[src/rtl/alu_pkg.sv]
// Shared opcode values and FSM state encoding for the multicycle ALU.
// Imported by alu_multicycle and alu_iter_muldiv.
package alu_pkg;

  localparam logic [3:0] OP_ADD  = 4'b0000;
  localparam logic [3:0] OP_SUB  = 4'b0001;
  localparam logic [3:0] OP_MUL  = 4'b0010;
  localparam logic [3:0] OP_DIVU = 4'b0011;
  localparam logic [3:0] OP_SLL  = 4'b0100;
  localparam logic [3:0] OP_SRA  = 4'b0101;
  localparam logic [3:0] OP_SRL  = 4'b0110;
  localparam logic [3:0] OP_NAND = 4'b1100;
  localparam logic [3:0] OP_SLT  = 4'b1110;
  localparam logic [3:0] OP_EQ   = 4'b1111;

  typedef enum logic [1:0] {
    S_IDLE = 2'd0,
    S_BUSY = 2'd1,
    S_DONE = 2'd2
  } state_t;

  function automatic logic is_legal(input logic [3:0] op);
    logic legal;
    legal = 1'b0;
    case (op)
      OP_ADD, OP_SUB, OP_MUL, OP_DIVU, OP_SLL, OP_SRA, OP_SRL,
      OP_NAND, OP_SLT, OP_EQ: legal = 1'b1;
      default:                legal = 1'b0;
    endcase
    return legal;
  endfunction

endpackage

[src/rtl/alu_iter_muldiv.sv]
// Iterative shift-add multiplier / restoring divider sharing one accumulator.
// Loads on start, runs WIDTH iterations, result is {hi,lo} = {acc,quo}.
module alu_iter_muldiv
  import alu_pkg::*;
#(
  parameter int WIDTH = 8
) (
  input  logic             clk,
  input  logic             rst,
  input  logic             start,
  input  logic             is_div,
  input  logic [WIDTH-1:0] a,
  input  logic [WIDTH-1:0] b,
  output logic             last,
  output logic [WIDTH-1:0] lo,
  output logic [WIDTH-1:0] hi
);

  localparam int CNT_W = (WIDTH > 1) ? $clog2(WIDTH) : 1;

  logic [WIDTH-1:0] acc;
  logic [WIDTH-1:0] quo;
  logic [WIDTH-1:0] operand;
  logic [CNT_W-1:0] cnt;
  logic             busy;
  logic             div_q;
  logic [WIDTH:0]   mul_sum;
  logic [WIDTH:0]   div_shift;
  logic [WIDTH:0]   div_diff;

  // The remainder stays below the divisor, so the top bit of div_diff is a pure borrow.
  always_comb begin
    mul_sum   = {1'b0, acc} + (quo[0] ? {1'b0, operand} : {(WIDTH+1){1'b0}});
    div_shift = {acc, quo[WIDTH-1]};
    div_diff  = div_shift - {1'b0, operand};
  end

  assign last = busy && (cnt == CNT_W'(WIDTH-1));
  assign lo   = quo;
  assign hi   = acc;

  always_ff @(posedge clk or negedge rst) begin
    if (!rst) begin
      acc     <= '0;
      quo     <= '0;
      operand <= '0;
      cnt     <= '0;
      busy    <= 1'b0;
      div_q   <= 1'b0;
    end else if (start) begin
      acc     <= '0;
      quo     <= a;
      operand <= b;
      cnt     <= '0;
      busy    <= 1'b1;
      div_q   <= is_div;
    end else if (busy) begin
      if (div_q) begin
        if (!div_diff[WIDTH]) begin
          acc <= div_diff[WIDTH-1:0];
          quo <= {quo[WIDTH-2:0], 1'b1};
        end else begin
          acc <= div_shift[WIDTH-1:0];
          quo <= {quo[WIDTH-2:0], 1'b0};
        end
      end else begin
        {acc, quo} <= {mul_sum, quo[WIDTH-1:1]};
      end
      cnt <= cnt + CNT_W'(1);
      if (last) begin
        busy <= 1'b0;
      end
    end
  end

endmodule

[src/rtl/alu_multicycle.sv]
// Handshaked ALU: single-cycle ops plus iterative MUL/DIVU, with result held until consumed.
// Results are captured one edge after entering DONE, which is when out_valid rises.
module alu_multicycle
  import alu_pkg::*;
#(
  parameter int WIDTH   = 8,
  parameter int SHAMT_W = $clog2(WIDTH) + 1
) (
  input  logic             clk,
  input  logic             rst,
  input  logic             in_valid,
  output logic             in_ready,
  input  logic [WIDTH-1:0] A,
  input  logic [WIDTH-1:0] B,
  input  logic [3:0]       ALU_OP,
  output logic             out_valid,
  input  logic             out_ready,
  output logic [WIDTH-1:0] LO,
  output logic [WIDTH-1:0] HI,
  output logic             overflow,
  output logic             zero_flag,
  output logic             div_zero,
  output logic             illegal_op
);

  state_t state, state_next;

  logic [WIDTH-1:0]   a_q;
  logic [WIDTH-1:0]   b_q;
  logic [3:0]         op_q;
  logic               init_done;
  logic               accept;
  logic               iter_in;
  logic               md_last;
  logic [WIDTH-1:0]   md_lo;
  logic [WIDTH-1:0]   md_hi;
  logic [WIDTH-1:0]   sum;
  logic [WIDTH-1:0]   diff;
  logic               ov_add;
  logic               ov_sub;
  logic [SHAMT_W-1:0] shamt;
  logic               shamt_big;
  logic [WIDTH-1:0]   res_lo;
  logic [WIDTH-1:0]   res_hi;
  logic               res_ov;
  logic               res_zf;
  logic               res_dz;
  logic               res_il;

  assign in_ready = init_done && (state == S_IDLE);
  assign accept   = in_valid && in_ready;
  assign iter_in  = (ALU_OP == OP_MUL) || ((ALU_OP == OP_DIVU) && (B != '0));

  alu_iter_muldiv #(.WIDTH(WIDTH)) u_muldiv (
    .clk    (clk),
    .rst    (rst),
    .start  (accept && iter_in),
    .is_div (ALU_OP == OP_DIVU),
    .a      (A),
    .b      (B),
    .last   (md_last),
    .lo     (md_lo),
    .hi     (md_hi)
  );

  // in_ready stays low until the first edge after reset is released.
  always_ff @(posedge clk or negedge rst) begin
    if (!rst) begin
      state     <= S_IDLE;
      init_done <= 1'b0;
      a_q       <= '0;
      b_q       <= '0;
      op_q      <= '0;
    end else begin
      state     <= state_next;
      init_done <= 1'b1;
      if (accept) begin
        a_q  <= A;
        b_q  <= B;
        op_q <= ALU_OP;
      end
    end
  end

  always_comb begin
    state_next = state;
    case (state)
      S_IDLE: if (accept) state_next = iter_in ? S_BUSY : S_DONE;
      S_BUSY: if (md_last) state_next = S_DONE;
      S_DONE: if (out_valid && out_ready) state_next = S_IDLE;
      default: state_next = S_IDLE;
    endcase
  end

  always_comb begin
    sum       = a_q + b_q;
    diff      = a_q - b_q;
    ov_add    = (a_q[WIDTH-1] == b_q[WIDTH-1]) && (sum[WIDTH-1] != a_q[WIDTH-1]);
    ov_sub    = (a_q[WIDTH-1] != b_q[WIDTH-1]) && (diff[WIDTH-1] != a_q[WIDTH-1]);
    shamt     = b_q[SHAMT_W-1:0];
    shamt_big = (int'(shamt) >= WIDTH);
  end

  // Single-cycle results, or the iterative unit's result once it has finished.
  always_comb begin
    res_lo = '0;
    res_hi = '0;
    res_ov = 1'b0;
    res_dz = 1'b0;
    res_il = 1'b0;
    case (op_q)
      OP_ADD: begin
        res_lo = sum;
        res_ov = ov_add;
      end
      OP_SUB: begin
        res_lo = diff;
        res_ov = ov_sub;
      end
      OP_MUL: begin
        res_lo = md_lo;
        res_hi = md_hi;
      end
      OP_DIVU: begin
        if (b_q == '0) begin
          res_lo = '1;
          res_hi = a_q;
          res_dz = 1'b1;
        end else begin
          res_lo = md_lo;
          res_hi = md_hi;
        end
      end
      OP_SLL:  res_lo = shamt_big ? '0 : (a_q << shamt);
      OP_SRA:  res_lo = shamt_big ? {WIDTH{a_q[WIDTH-1]}} : WIDTH'($signed(a_q) >>> shamt);
      OP_SRL:  res_lo = shamt_big ? '0 : (a_q >> shamt);
      OP_NAND: res_lo = ~(a_q & b_q);
      OP_SLT: begin
        res_lo = {{(WIDTH-1){1'b0}}, diff[WIDTH-1] ^ ov_sub};
        res_ov = ov_sub;
      end
      OP_EQ:   res_lo = {{(WIDTH-1){1'b0}}, (a_q == b_q)};
      default: res_il = 1'b1;
    endcase
    res_zf = !res_il && (res_lo == '0) && ((op_q != OP_MUL) || (res_hi == '0));
  end

  // Results are never cleared by the handshake, only replaced by the next one.
  always_ff @(posedge clk or negedge rst) begin
    if (!rst) begin
      out_valid  <= 1'b0;
      LO         <= '0;
      HI         <= '0;
      overflow   <= 1'b0;
      zero_flag  <= 1'b0;
      div_zero   <= 1'b0;
      illegal_op <= 1'b0;
    end else if ((state == S_DONE) && !out_valid) begin
      out_valid  <= 1'b1;
      LO         <= res_lo;
      HI         <= res_hi;
      overflow   <= res_ov;
      zero_flag  <= res_zf;
      div_zero   <= res_dz;
      illegal_op <= res_il;
    end else if (out_valid && out_ready) begin
      out_valid  <= 1'b0;
    end
  end

endmodule

[config.mk]
export PLATFORM = sky130hd
export DESIGN_NAME = alu_multicycle
export DESIGN_NICKNAME = d
export VERILOG_FILES = /design/src/rtl/alu_pkg.sv /design/src/rtl/alu_iter_muldiv.sv /design/src/rtl/alu_multicycle.sv
export SDC_FILE = /design/constraint.sdc
export NUM_CORES = 1
export LEC_CHECK = 0
export CORE_UTILIZATION = 50
export CTS_CLUSTER_SIZE = 28
export DETAILED_ROUTE_END_ITERATION = 10
export HOLD_SLACK_MARGIN = 0.15
export PLACE_DENSITY_LB_ADDON = 0.15
export SKIP_CTS_REPAIR_TIMING = 1
export SYNTH_ARGS = -nofsm -noshare
export SYNTH_HDL_FRONTEND = slang
export SYNTH_SLANG_ARGS = --single-unit
[constraint.sdc]
create_clock -name clk -period 8.85 [get_ports clk]
set_clock_uncertainty 0.15 [all_clocks]
set_input_delay 0.885 -clock clk [delete_from_list [all_inputs] [get_ports clk]]
set_output_delay 0.885 -clock clk [all_outputs]
set_load 0.005 [all_outputs]
Yosys cells after proc, flatten, opt, wreduce, memory -nomap -nowiden --
Cells that the tools add are included.
Word-level totals: bits in registers 73, bits of input ports 24, output and inout port bits 22, word-level logic and storage cells 110
Cells by class: $add $sub $neg 5, magnitude comparators 1, equal/unequal tests 23, shift operators 3, muxes and demuxes 32, bitwise operators 3, reductions and logical operators 25
Operators by type and width (count):
- 8-bit 2-to-1 mux | 13
- 8-bit case mux with 10 select lines | 1
- 8-bit logical NOT | 3
- 4-bit by 2-bit == test with 1-bit output, second input constant | 4
- 8-bit case mux with 2 select lines | 1
- 4-bit by 3-bit == test with 1-bit output, second input constant | 3
- 4-bit == test, second input constant | 3
- 1-bit logical AND | 11
- 10-bit OR reduction | 1
- 8-bit by 9-bit adder with 9-bit output | 1
- 1-bit 2-to-1 mux | 9
- 9-bit by 8-bit subtractor with 9-bit output | 1
- 8-bit adder | 1
- 8-bit bitwise AND | 1
- 8-bit == test | 1
- 2-bit 2-to-1 mux | 4
- 8-bit NOT | 1
- 8-bit nonzero test | 1
- 8-bit by 4-bit left shift with 8-bit output | 1
- 8-bit by 4-bit right shift with 8-bit output | 1
- 8-bit by 4-bit >>> shifter with 8-bit output | 1
- 8-bit subtractor | 1
- 3-bit 2-to-1 mux | 2
- 2-bit inequality test, second input constant | 3
- other kinds (19) | 23

Longest topological paths before layout --
word-level depth 8, gate-level depth with buffers 17, depth with buffers taken out 14

Hierarchy --
A second synthesis with hierarchy kept.
Unflattened totals: cells, all modules 668, area total of the unflattened synthesis 5783.0 um^2
Modules (own cells, without submodules):
- alu_multicycle | instances 1, cells each 423, area each 3565.9 um^2, sequential area each 1101.1 um^2
- alu_iter_muldiv | instances 1, cells each 245, area each 2217.1 um^2, sequential area each 725.7 um^2

Least setup slack after synthesis --
OpenSTA, ideal clock, no wires.
path type reg2reg, start register b_q[1], end register zero_flag, library setup time 0.104 ns, arrival time 3.385 ns, data required time 8.596 ns, slack 5.211 ns, cell stages (with the launch flop) 17, buffers on the path 3, clock period less this slack 3.639 ns, cell sequence dfrtp_1 > buf_2 > buf_4 > buf_4 > inv_1 > ha_1 > nand2_1 > o21ai_0 > a31oi_1 > o21bai_1 > a21o_1 > fa_1 > a221oi_1 > o2111ai_1 > a21oi_1 > inv_1 > o41ai_2
Between the ends: word-level cells in the longest chain between the ends 8, elaborated cells between the ends (all ways) 25, those cells by class 2 x add/sub; 1 x order compare; 2 x eq/ne; 3 x shift; 7 x mux; 3 x bitwise; 7 x reduce/logical
Ends and longest elaborated chain:
- start: declaration | RTL line alu_multicycle.sv:29 | logic [WIDTH-1:0] b_q;
- start signal: assignment | RTL line alu_multicycle.sv:72 | b_q <= '0;
- start signal: assignment | RTL line alu_multicycle.sv:79 | b_q <= B;
- 8-bit subtractor | RTL line alu_multicycle.sv:97 | diff = a_q - b_q;
- 1-bit inequality test | RTL line alu_multicycle.sv:99 | ov_sub = (a_q[WIDTH-1] != b_q[WIDTH-1]) && (diff[WIDTH-1] != a_q[WIDTH-1]);
- 1-bit logical AND | RTL line alu_multicycle.sv:99
- 1-bit bitwise XOR | RTL line alu_multicycle.sv:139 | res_lo = {{(WIDTH-1){1'b0}}, diff[WIDTH-1] ^ ov_sub};
- 8-bit case mux with 10 select lines | RTL line alu_multicycle.sv:111 | case (op_q)
- 8-bit logical NOT | RTL line alu_multicycle.sv:145 | res_zf = !res_il && (res_lo == '0) && ((op_q != OP_MUL) || (res_hi == '0));
- 1-bit logical AND | RTL line alu_multicycle.sv:145
- 1-bit logical AND (*) | RTL line alu_multicycle.sv:145
- end signal: assignment | RTL line alu_multicycle.sv:163 | zero_flag <= res_zf;
- end: declaration | RTL line alu_multicycle.sv:21 | output logic zero_flag,
Every way passes the cells marked *; elsewhere a longest branch is shown, timed or not. A chain may end at the register's enable or synchronous reset.

Worst setup path in the final report --
start register b_q[2], end register zero_flag
Same word-level chain as after synthesis.

==> key figures <==
Status
  • Status: completed

Floorplan
  • Top Ports: 46
  • Placeable Area: 10800 sq um
  • Die ar.: 11500 sq um
  • FP Rows: 38
  • Die height: 107 um
  • DIE WIDTH: 107 um
  • Initial Util: 0.512

Global routing
  • Vias in the first global route: 4831
  • GRT overflow: 0
  • Pin count of the biggest net entering global routing: 74
  • Global-route wire length before repair: 25600 um
  • Initial antenna violation count: 0
  • Tot GR Track Use: 0.293

Worst hold path
  • HP Class: reg -> reg

Synthesis
  • Synth Net Count: 696
  • Synth async-reset ratio: 1.00
  • Post-synth EDFFs: 0
  • Post-synthesis cell type count: 73
  • Synth top area cells: dfrtp_1 33%, ha_1 7.7%, o21ai_0 5.9%
  • Yosys reg bits: 73
  • Register area share after synthesis: 0.329
  • Post-Synthesis Cells: 633
  • Most common cell in the netlist: nand2_1
  • Post-synth design cell area: 5560 sq um
  • Synth warnings: 0
  • Synth top area share: 0.329
  • Largest area contributor in the netlist: dfrtp_1
  • Synth top cells by count: 83 x nand2_1, 73 x dfrtp_1, 65 x o21ai_0, 51 x nor2_1, 38 x a21oi_1
  • Main synth FF type: dfrtp_1
  • Syn avg cell area: 8.78 sq um

STA
  • Max frequency: 253 MHz
  • RSZ-0062 raised after global routing: no
  • Slew Limit Headroom: 0.229
  • Slew Viols, Final: 0
  • Worst-Margin Slew: 1.16 ns
  • Final worst slack: 4.90 ns
  • Hold Vio Cnt, Final: 0
  • Hold Slack: 0.330 ns
  • Setup tns final: 0 ns
  • Tmin final: 3.95 ns
  • Setup violators final: 0
  • Final worst-path cycle share: 0.446

Detailed routing
  • WL final: 16000 um
  • Remaining antenna violation count: 0
  • Vias per cell: 6.09
  • 1st-iter DRT viols: 241
  • DRC Markers: 0
  • Total iterations of the first detailed-routing run: 5
  • Vias: 4880
  • Routed len/inst: 20.0 um

Setup path
  • Worst Path Required: 8.96 ns
  • CP Buf/Inv Count: 2
  • R2R setup slack: 4.90 ns
  • CP Launch Type: flip-flop
  • Critical Path AT: 4.07 ns
  • CP max stage cell: ha_1
  • Crit-path max cell delay: 0.53 ns
  • CP Cell Sequence: clkinv_1 -> ha_1 -> nand2_1 -> o21ai_0 -> a31oi_1 -> o21bai_1 -> a21o_1 -> fa_1 -> a221oi_1 -> o2111ai_1 -> a21oi_1 -> inv_1 -> o41ai_2
  • CP top delay family: compound AO/OA/AOI/OAI gates
  • Critical Path Fanout Max: 10
  • Critical path endpoint category: flip-flop
  • Worst setup path class: reg -> reg

Layout
  • End-of-flow core utilization: 0.577
  • Antenna diodes: 0
  • Final std cells w/o fill: 801
  • NumNets Final: 719
  • Area occupied by multi-input gates: 3430 sq um
  • Layout area overhead: 12.6%
  • Design Area, Final: 6250 sq um
  • Layout cell share with drive strength beyond 1: 0.0726
  • FF/Latch Area: 1830 sq um
  • # fillers: 996

Clock network
  • Clk Latency, worst-skew pair: 0.36 ns
  • CTS sink cnt: 73
  • CTS tree: built
  • Bufs on Longest Clock Path: 2
  • TritonCTS buffer count: 9
  • Clock slew at reported path FFs: 0.08 ns
  • H-tree depth: 3
  • Root buf cell: clkbuf_8

Job
  • Max_cap viols: 0

Power and ir drop
  • VDD IR-drop max: 0.241 mV
  • P per Cell Area: 441 nW/um^2
  • Power after layout: 2.76 mW
  • Leakage power total: 2.69 nW

Placed design
  • Dpl cell area: 6030 sq um
  • HPWL after detailed placement: 11800 um
  • Place WS: 5.02 ns
  • Port bufs: 45
  • Placed Cells: 785
  • GPL Wtd Cong: 0.931
==> final cells by class <==
cell class	instances	area share
Multi-Input combinational cell	491	0.549
Sequential cell	73	0.292
Clock buffer	10	0.0204
Clock inverter	6	0.0146
Inverter	32	0.0192
Tap cell	140	0.0280
Timing Repair Buffer	49	0.0764
==> layer usage <==
layer | share of wire | track usage | up-vias
met5 | 0 | 0 | -
met4 | 0.036 | 0.136 | 0
met3 | 0.044 | 0.0436 | 38
met2 | 0.48 | 0.480 | 161
met1 | 0.45 | 0.381 | 2334
li1 | - | - | 2347
==> worst min-delay path, stage by stage (launching register included) <==
cell and delay, ns:
dfrtp_1 0.35, nand2_1 0.04, o21ai_0 0.06
==> flip-flops by register name (all words and copies together) (netlist names) <==
| signal | cells |
|---|---|
| LO | 8 |
| u_muldiv.hi | 8 |
| init_done | 1 |
| illegal_op | 1 |
| op_q | 4 |
| u_muldiv.lo | 8 |
| u_muldiv.operand | 8 |
| zero_flag | 1 |
| div_zero | 1 |
| out_valid | 1 |
| b_q | 8 |
| overflow | 1 |
| a_q | 8 |
| u_muldiv.div_q | 1 |
| HI | 8 |
| u_muldiv.busy | 1 |
| u_muldiv.cnt | 3 |
| state | 2 |
==> final timing paths <==
path / cells past startpoint / end / startpoint
setup / recovery: 13 / zero_flag$_DFFE_PN0P_ / b_q[2]$_DFFE_PN0P_
setup reg to reg: 13 / zero_flag$_DFFE_PN0P_ / b_q[2]$_DFFE_PN0P_
min in group asynchronous: 1 / b_q[1]$_DFFE_PN0P_ / rst
hold reg to reg: 2 / LO[5]$_DFFE_PN0P_ / LO[5]$_DFFE_PN0P_
max in group asynchronous: 1 / LO[7]$_DFFE_PN0P_ / rst
hold / removal: 2 / LO[5]$_DFFE_PN0P_ / LO[5]$_DFFE_PN0P_
==> power breakdown <==
group | leakage (nW) | internal [mW] | switching (mW) | total, mW
clock | 0.111 | 0.160 | 0.136 | 0.297
sequential | 0.909 | 0.478 | 0.284 | 0.762
combinational | 1.67 | 0.773 | 0.929 | 1.70
==> cell families (layout without fill, tap and decap cells) <==
logic type,after synthesis,in the layout,synth area share
simple gates,208,208,0.180
compound gates,181,181,0.213
flops,73,73,0.329
buf+inv,69,97,0.0529
mux,47,47,0.107
fa+ha+maj,39,39,0.0946
xor+xnor,15,15,0.0236
other cells,1,1,0.000675
==> placed cells by master (no fill, tap or decap), types with 5 or more instances in the layout <==
master           Yosys  final
nand2_1             83     83
dfrtp_1             73     73
o21ai_0             65     65
nor2_1              51     51
clkdlybuf4s50_1      0     44
a21oi_1             38     38
ha_1                34     34
inv_1               29     29
mux2i_1             29     29
nor3_1              16     16
and2_1              12     12
mux2_2              10     10
xnor2_1             10     10
clkbuf_8             0      9
nand3_1              7      7
o211ai_1             7      7
nor2b_1              6      6
nand4_1              6      6
a31oi_1              5      5
nor4_1               5      5
a221oi_1             5      5
a211oi_1             5      5
mux4_2               5      5
xor2_1               5      5
fa_1                 5      5
buf_4                4      5
(Power assumes the default switching activity.)
